## src/rtl/temperature_sensor_responder.sv

```systemverilog
// temperature_sensor_responder: I2C read-only target returning a 16-bit temperature word.
// Answers DEVICE_ADDRESS/R with MSB then LSB, alternating while the master keeps ACKing.
module temperature_sensor_responder #(
    parameter logic [6:0] DEVICE_ADDRESS = 7'h4B
) (
    input  logic        clk_200KHz,
    input  logic        reset,
    input  logic        scl_in,
    input  logic        sda_in,
    input  logic [15:0] temperature_word,
    output logic        sda_pull_low,
    output logic        busy,
    output logic        address_hit,
    output logic        read_done
);
    typedef enum logic [2:0] {IDLE, ADDR, ADDR_ACK, TX_BYTE, MASTER_ACK, WAIT_STOP} state_t;
    state_t state, state_nxt;
    logic [1:0] scl_sync, sda_sync;
    logic scl_hist, sda_hist, scl, sda;
    logic scl_rise, scl_fall, start, stop;
    logic [7:0] rx_sr, rx_sr_nxt, tx_sr, tx_sr_nxt, cur_byte;
    logic [3:0] bit_cnt, bit_cnt_nxt;
    logic byte_sel, byte_sel_nxt;
    logic [15:0] tx_shadow, tx_shadow_nxt;
    logic pull_nxt, busy_nxt, hit_nxt, done_nxt;

    assign scl      = scl_sync[1];
    assign sda      = sda_sync[1];
    assign scl_rise = scl & ~scl_hist;
    assign scl_fall = ~scl & scl_hist;
    assign start    = scl & scl_hist & sda_hist & ~sda;
    assign stop     = scl & scl_hist & ~sda_hist & sda;
    assign cur_byte = byte_sel ? tx_shadow[7:0] : tx_shadow[15:8];

    // Synchronizers reset to the idle-bus level so release of reset creates no edges
    always_ff @(posedge clk_200KHz or posedge reset) begin
        if (reset) begin
            scl_sync     <= 2'b11;
            sda_sync     <= 2'b11;
            scl_hist     <= 1'b1;
            sda_hist     <= 1'b1;
            state        <= IDLE;
            rx_sr        <= '0;
            tx_sr        <= '0;
            bit_cnt      <= '0;
            byte_sel     <= 1'b0;
            tx_shadow    <= '0;
            sda_pull_low <= 1'b0;
            busy         <= 1'b0;
            address_hit  <= 1'b0;
            read_done    <= 1'b0;
        end else begin
            scl_sync     <= {scl_sync[0], scl_in};
            sda_sync     <= {sda_sync[0], sda_in};
            scl_hist     <= scl;
            sda_hist     <= sda;
            state        <= state_nxt;
            rx_sr        <= rx_sr_nxt;
            tx_sr        <= tx_sr_nxt;
            bit_cnt      <= bit_cnt_nxt;
            byte_sel     <= byte_sel_nxt;
            tx_shadow    <= tx_shadow_nxt;
            sda_pull_low <= pull_nxt;
            busy         <= busy_nxt;
            address_hit  <= hit_nxt;
            read_done    <= done_nxt;
        end
    end

    always_comb begin
        state_nxt     = state;
        rx_sr_nxt     = rx_sr;
        tx_sr_nxt     = tx_sr;
        bit_cnt_nxt   = bit_cnt;
        byte_sel_nxt  = byte_sel;
        tx_shadow_nxt = tx_shadow;
        pull_nxt      = sda_pull_low;
        busy_nxt      = busy;
        hit_nxt       = 1'b0;
        done_nxt      = 1'b0;
        if (stop) begin
            state_nxt = IDLE;
            pull_nxt  = 1'b0;
            busy_nxt  = 1'b0;
        end else if (start) begin
            state_nxt   = ADDR;
            bit_cnt_nxt = '0;
            pull_nxt    = 1'b0;
            busy_nxt    = 1'b1;
        end else begin
            case (state)
                IDLE: pull_nxt = 1'b0;
                ADDR: begin
                    if (scl_rise) begin
                        rx_sr_nxt   = {rx_sr[6:0], sda};
                        bit_cnt_nxt = bit_cnt + 4'd1;
                    end else if (scl_fall && bit_cnt == 4'd8) begin
                        if (rx_sr == {DEVICE_ADDRESS, 1'b1}) begin
                            state_nxt     = ADDR_ACK;
                            pull_nxt      = 1'b1;
                            tx_shadow_nxt = temperature_word;
                            hit_nxt       = 1'b1;
                        end else begin
                            state_nxt = WAIT_STOP;
                        end
                    end
                end
                ADDR_ACK: begin
                    if (scl_fall) begin
                        state_nxt    = TX_BYTE;
                        byte_sel_nxt = 1'b0;
                        pull_nxt     = ~tx_shadow[15];
                        tx_sr_nxt    = {tx_shadow[14:8], 1'b0};
                        bit_cnt_nxt  = 4'd1;
                    end
                end
                TX_BYTE: begin
                    if (scl_fall) begin
                        if (bit_cnt == 4'd8) begin
                            state_nxt = MASTER_ACK;
                            pull_nxt  = 1'b0;
                        end else begin
                            pull_nxt    = ~tx_sr[7];
                            tx_sr_nxt   = {tx_sr[6:0], 1'b0};
                            bit_cnt_nxt = bit_cnt + 4'd1;
                        end
                    end
                end
                MASTER_ACK: begin
                    // A fall here always follows an ACKed rise; a NACK leaves the state
                    if (scl_rise) begin
                        if (sda) begin
                            state_nxt = WAIT_STOP;
                            done_nxt  = 1'b1;
                        end else begin
                            byte_sel_nxt = ~byte_sel;
                        end
                    end else if (scl_fall) begin
                        state_nxt   = TX_BYTE;
                        pull_nxt    = ~cur_byte[7];
                        tx_sr_nxt   = {cur_byte[6:0], 1'b0};
                        bit_cnt_nxt = 4'd1;
                    end
                end
                WAIT_STOP: pull_nxt = 1'b0;
                default: begin
                    state_nxt = IDLE;
                    pull_nxt  = 1'b0;
                end
            endcase
        end
    end
endmodule

```

## config.mk

```make
export PLATFORM = sky130hd
export DESIGN_NAME = temperature_sensor_responder
export DESIGN_NICKNAME = d
export VERILOG_FILES = /design/src/rtl/temperature_sensor_responder.sv
export SDC_FILE = /design/constraint.sdc
export NUM_CORES = 1
export LEC_CHECK = 0
export CAP_MARGIN = 5
export CORE_MARGIN = 2
export CORE_UTILIZATION = 51
export CTS_CLUSTER_SIZE = 8
export DETAILED_ROUTE_END_ITERATION = 16
export PLACE_DENSITY_LB_ADDON = 0.08
export SETUP_SLACK_MARGIN = 0.5
export SKIP_CTS_REPAIR_TIMING = 1
export SYNTH_ARGS = -nofsm -noshare
export SYNTH_HDL_FRONTEND = slang
export SYNTH_SLANG_ARGS = --single-unit
```

## constraint.sdc

```tcl
create_clock -name clk_200KHz -period 2 [get_ports clk_200KHz]
set_clock_uncertainty 0.15 [all_clocks]
set_input_delay 0.5 -clock clk_200KHz [delete_from_list [all_inputs] [get_ports clk_200KHz]]
set_output_delay 0.5 -clock clk_200KHz [all_outputs]
set_load 0.005 [all_outputs]
```

==> impl_metrics.json, run 1 <==
{
  "seqCellArea_um2": 1236,
  "grt.met1_usage_pct": 29.76,
  "ant_nets": 0,
  "syn-num-nets": 237,
  "ys_async_sr_fraction_pct": 100.0,
  "grt-ovfl-total": 0,
  "syn_area_per_cell_um2": 11.26,
  "die_h_um": 72.90,
  "switchingPower_mw": 1.468,
  "syn2layout_area_growth_pct": 39.95,
  "min_path_type": "reg2reg",
  "drc": 0,
  "syn_area_um2": 2421,
  "via_per_inst": 5.812,
  "fin_util_pct": 72.70,
  "busiest_layer": "met2",
  "first_pass_iters": 4,
  "dieArea_um2": 5314,
  "h-tree-depth": 2,
  "fin_tns_setup_ps": 0,
  "ioPinCount": 24,
  "hold_viol": 0,
  "tritoncts": "done",
  "final_cell_mix": "dfrtp_1 (41), buf_4 (23), mux2_4 (19), clkdlybuf4s50_1 (19), nor2_1 (12)",
  "grt_pass1_wl_um": 8873,
  "synth-compound-area-share_pct": 13.39,
  "worst_ep_arrival_time_ps": 2030,
  "clockBufferDepth": 2,
  "crit_path_start_kind": "flip-flop",
  "grt_util_met3_pct": 4.144,
  "combPwrFrac_pct": 46.6,
  "final_nets": 291,
  "rsz0062_at_grt": "yes",
  "wirelength_um": 5762,
  "p_leak_nw": 1.553,
  "yosysUniqueCellTypes": 50,
  "drtIter0Drc": 124,
  "slew_headroom_pct": 71.95,
  "synth_top_family_by_area": "simple AND/OR/NAND/NOR gates",
  "die_x_um": 72.90,
  "drv_cap": 0,
  "fin_crit_sh_pct": 99.87,
  "yosys.area_share.simple_pct": 15.66,
  "p_clk_share_pct": 19.6,
  "worstPathRequired_ps": 2040,
  "yosysWarnings": 0,
  "grt_start_max_net_pins": 28,
  "core_um2": 4661,
  "cts_buffers": 5,
  "seq_area_frac_synth_pct": 50.96,
  "drv_slew": 0,
  "final_cell_area_um2": 3388,
  "num-fill-cells": 318,
  "track_usage_pct": 21.86,
  "placed_area_um2": 2919,
  "power.density_nw_per_um2": 1242,
  "antenna_found_initial": 0,
  "switching_share_pct": 34.90,
  "dpl.hpwl_um": 3925,
  "ir_drop_v": 0.0006710,
  "drive_gt1_share_pct": 48.15,
  "n_antenna_cell": 0,
  "wl_per_cell_um": 17.78,
  "tightest_slew_ps": 420.3,
  "synth.area.mux_share_pct": 14.68,
  "root_buffer": "clkbuf_8",
  "synth_xor_area_share_pct": 0.7235,
  "hold_ws_ps": 212.0,
  "final_common_cell": "dfrtp_1",
  "worstSetupPathType": "reg2reg",
  "vias": 1883,
  "finalCriticalPeriod_ps": 1997,
  "seqPwrFrac_pct": 33.7,
  "power.internal_mw": 2.738,
  "status": "completed",
  "synth_edf_count": 0,
  "synth_flop_cell": "dfrtp_1",
  "end_kind": "flip-flop",
  "finalSetupViolCount": 0,
  "multi_input_area_um2": 1396,
  "io_buffer_count": 23,
  "row_count": 25,
  "synth_cells": 215,
  "place_congestion": 0.7841,
  "initial_utilization_pct": 51.95,
  "worstSkewPairLatency_ps": 300,
  "grt_pass1_vias": 1837,
  "power_mw": 4.207,
  "synthAdderAreaFrac_pct": 1.034,
  "ys_ff_latch": 49,
  "grt_util_met2_pct": 35.45,
  "clock.fmax_mhz": 500.7,
  "clk_pin_slew_worst_paths_ps": 90,
  "cts_sinks": 49,
  "crit_fanout": 17
}
sequential cells by signal (all words and copies together), names as in the netlist, 2 cells and up:
signal,count
sda_sync,2
bit_cnt,4
tx_sr,7
rx_sr,8
state,3
tx_shadow,16
scl_sync,2
power groups by stage:
stage | Clock, mW | Sequential [mW] | Combinational [mW]
floorplan | 0 | 1.37 | 1.09
global placement | 0 | 1.39 | 1.43
detailed placement | 0 | 1.40 | 1.47
CTS | 0.840 | 1.38 | 1.48
global route | 0.886 | 1.44 | 2.13
finish | 0.826 | 1.42 | 1.96
final cells by class:
type / count / area share [%]
Multi-Input combinational cell: 149 / 41.21
Clock inverter: 3 / 1.920
Clock buffer: 5 / 2.031
Timing Repair Buffer: 57 / 15.47
Sequential cell: 49 / 36.48
Inverter: 7 / 0.8863
Tap cell: 54 / 1.994
worst paths after layout:
check	start	endpoint	slack, ps	cells past startpoint
worst max-delay path	rx_sr[6]$_DFFE_PP0P_	tx_shadow[4]$_DFFE_PP0P_	3	6
worst min-delay path	scl_sync[0]$_DFF_PP1_	scl_sync[1]$_DFF_PP1_	210	0
worst max register to register	rx_sr[6]$_DFFE_PP0P_	tx_shadow[4]$_DFFE_PP0P_	3	6
worst min register to register	scl_sync[0]$_DFF_PP1_	scl_sync[1]$_DFF_PP1_	210	0
max in group asynchronous	reset	scl_sync[0]$_DFF_PP1_	920	3
min in group asynchronous	reset	read_done$_DFF_PP0_	460	3
layer usage:
| layer | up-vias | part of all wire (%) |
|---|---|---|
| met1 | 959 | 44 |
| met4 | 0 | 0.80 |
| met3 | 4 | 2.6 |
| met2 | 33 | 52 |
| met5 | - | 0 |
| li1 | 887 | - |
synth_stat cells, types with 3 or more instances:
| cell type | count | share of area [%] |
|---|---|---|
| nand2_1 | 17 | 2.6 |
| nor2_1 | 20 | 3.1 |
| clkbuf_1 | 5 | 0.78 |
| and3_1 | 3 | 0.78 |
| nor2b_1 | 3 | 0.78 |
| mux2_4 | 8 | 5.0 |
| mux2_2 | 19 | 8.8 |
| dfstp_2 | 6 | 6.5 |
| a21oi_1 | 8 | 1.7 |
| nand3_1 | 3 | 0.62 |
| inv_1 | 7 | 1.1 |
| nand2b_1 | 5 | 1.3 |
| o21ai_0 | 6 | 1.2 |
| a22oi_1 | 7 | 2.2 |
| a31oi_1 | 7 | 1.8 |
| buf_2 | 3 | 0.62 |
| nor3_1 | 3 | 0.62 |
| dfrtp_1 | 43 | 44 |
cell families (layout without fill, tap and decap cells):
group	after synthesis	after routing
and+or+nand+nor	70	70
muxes	29	29
adders and majority gates	2	2
xor gates and xnor gates	2	2
buffers and inverters	17	72
AOI/OAI and AO/OA	46	46
DFF	49	49
worst max-delay path, stage by stage, from the launching register on:
cell      delay, ps
dfrtp_1         410
and4bb_2        300
nand4_1         150
buf_4           190
nor3_4          140
buf_12          190
mux2_2          350
metrics by stage:
step | worst slack, ps | instances
floorplan | 25.06 | 215
global placement | 51.29 | 303
detailed placement | 27.28 | 303
CTS | 4.637 | 311
global route | -51.12 | 324
finish | 2.632 | 324
Power figures use the tool's default switching activity.
==> inputs of run 2 (changes only) <==
--- a/config.mk
+++ b/config.mk
@@ -11,8 +11,8 @@
 export CTS_CLUSTER_SIZE = 8
 export DETAILED_ROUTE_END_ITERATION = 16
 export PLACE_DENSITY_LB_ADDON = 0.08
-export SETUP_SLACK_MARGIN = 0.5
 export SKIP_CTS_REPAIR_TIMING = 1
+export SKIP_LAST_GASP = 1
 export SYNTH_ARGS = -nofsm -noshare
 export SYNTH_HDL_FRONTEND = slang
 export SYNTH_SLANG_ARGS = --single-unit
==> run 2 against run 1 <==
Effect of this change:
- the flow now finishes with violations (setup timing)
- non-clock buffer count shrank 2
- cell count shrank 0.62%
- sequential power is essentially flat
- total power shrank 15%
- die area is the same
- sequential share of layout area grew 3.0 points
- hold slack is essentially flat
- final area shrank 7.6%
- fmax shrank 2.2%
- clock power shrank 15%
==> impl_metrics.json, run 2 (synthesized netlist as in run 1, its figures left out) <==
{
  "dpl.hpwl_um": 3786,
  "violations": "setup timing",
  "drtIter0Drc": 90,
  "fin_crit_sh_pct": 102.1,
  "fin_util_pct": 67.14,
  "grt-ovfl-total": 0,
  "cts_sinks": 49,
  "ir_drop_v": 0.0005948,
  "antenna_found_initial": 0,
  "p_leak_nw": 1.419,
  "row_count": 25,
  "die_x_um": 72.90,
  "reg.largest.list": "tx_shadow (16), rx_sr (8), tx_sr (7)",
  "min_path_type": "reg2reg",
  "final_cell_mix": "dfrtp_1 (41), buf_4 (27), clkdlybuf4s50_1 (23)",
  "clock.fmax_mhz": 489.7,
  "drive_gt1_share_pct": 33.21,
  "vias": 1871,
  "status": "finished, violations left",
  "worstSkewPairLatency_ps": 310,
  "drc": 0,
  "dieArea_um2": 5314,
  "worstPathRequired_ps": 2040,
  "n_antenna_cell": 0,
  "cts_buffers": 5,
  "track_usage_pct": 21.80,
  "slowest_delay_ps": 400,
  "via_per_inst": 5.811,
  "wirelength_um": 5517,
  "finalCriticalPeriod_ps": 2042,
  "crit_chain": "inv_1, ha_2, and3b_2, nand2_2, nor3_4, buf_6, clkbuf_16, mux2_4",
  "drv_slew": 0,
  "regToRegSetupSlack_ps": -40,
  "setup_ws_ps": -42.01,
  "final_nets": 289,
  "ioPinCount": 24,
  "largest_reg_flops": 16,
  "tightest_slew_ps": 313.0,
  "rsz0062_at_grt": "yes",
  "root_buffer": "clkbuf_8",
  "core_um2": 4661,
  "ant_nets": 0,
  "grt_pass1_wl_um": 8776,
  "wl_per_cell_um": 17.13,
  "crit_path_top_delay_cell": "dfrtp_1",
  "hold_viol": 0,
  "die_h_um": 72.90,
  "worst_ep_arrival_time_ps": 2080,
  "drv_cap": 0,
  "h-tree-depth": 2,
  "regMostFlops": "tx_shadow",
  "io_buffer_count": 23,
  "fin_tns_setup_ps": -271.0,
  "grt_start_max_net_pins": 50,
  "finalSetupViolCount": 13,
  "place_congestion": 0.9589,
  "crit_fanout": 8,
  "end_kind": "flip-flop",
  "tritoncts": "done",
  "hold_ws_ps": 211.5,
  "clk_pin_slew_worst_paths_ps": 90,
  "worstSetupPathType": "reg2reg",
  "power.density_nw_per_um2": 1138,
  "slew_headroom_pct": 79.01,
  "initial_utilization_pct": 51.95,
  "clockBufferDepth": 2,
  "first_pass_iters": 4,
  "final_common_cell": "dfrtp_1",
  "grt_pass1_vias": 1868,
  "crit_path_start_kind": "flip-flop",
  "syn2layout_area_growth_pct": 29.25
}
## run 2: changes by cell type in the layout (fill, tap and decap cells not counted), moves of 3 or more
cell / before / now
a22oi_2: 3 / 0
nand2_1: 11 / 16
nor2_4: 6 / 0
buf_8: 3 / 0
buf_4: 23 / 27
nor2_1: 12 / 18
clkbuf_2: 3 / 0
mux2_4: 19 / 15
a22oi_1: 4 / 7
buf_6: 5 / 1
clkdlybuf4s50_1: 19 / 23
mux2_2: 9 / 12
nand2_2: 4 / 1
## run 2: per-layer routing
layer	vias to the layer above	wire [um]	global-route usage, %
li1	879	-	-
met5	-	0	0
met3	6	183	5.663
met1	936	2540	29.23
met4	0	44	10.29
met2	50	2749	33.13
## run 2: cell type report
cell class / instances / area [um2]
Clock buffer: 6 / 72.57
Clock inverter: 2 / 35.03
Fill cell: 353 / 1531
Inverter: 7 / 26.28
Multi-Input combinational cell: 149 / 1157
Sequential cell: 49 / 1236
Tap cell: 54 / 67.56
Timing Repair Buffer: 55 / 534.3
## run 2: critical path: cells and delay by family (launching register included)
| family | cells | cell delay, ps |
|---|---|---|
| flops | 1 | 400 |
| fa+ha+maj | 1 | 180 |
| simple gates | 3 | 500 |
| buf+inv | 3 | 400 |
| mux | 1 | 290 |
## run 2: report_power, final
part           leakage, nW  internal (mW)  switching (mW)  total, mW
logic                0.740          0.753           0.697       1.45
clock network       0.0552          0.372           0.333      0.704
registers            0.624           1.21           0.198       1.41
## run 2: final timing paths
check / start / endpoint / cells after the start
setup / recovery: bit_cnt[1]$_DFFE_PP0P_ / tx_shadow[11]$_DFFE_PP0P_ / 8
setup reg to reg: bit_cnt[1]$_DFFE_PP0P_ / tx_shadow[11]$_DFFE_PP0P_ / 8
min in group asynchronous: reset / tx_sr[1]$_DFFE_PP0P_ / 3
max in group asynchronous: reset / sda_hist$_DFF_PP1_ / 3
hold / removal: sda_sync[0]$_DFF_PP1_ / sda_sync[1]$_DFF_PP1_ / 0
hold reg to reg: sda_sync[0]$_DFF_PP1_ / sda_sync[1]$_DFF_PP1_ / 0
## run 2: metrics by stage
stage / worst slack (ps) / instance area [um2] / cells / total power, mW
after global routing: -76.19 / 3129 / 322 / 3.788
after detailed placement: -28.22 / 2872 / 307 / 2.781
final: -42.01 / 3129 / 322 / 3.561
after global placement: 25.83 / 2872 / 307 / 2.721
after CTS: -49.15 / 2979 / 315 / 3.487
after floorplan: 16.11 / 2421 / 215 / 2.266
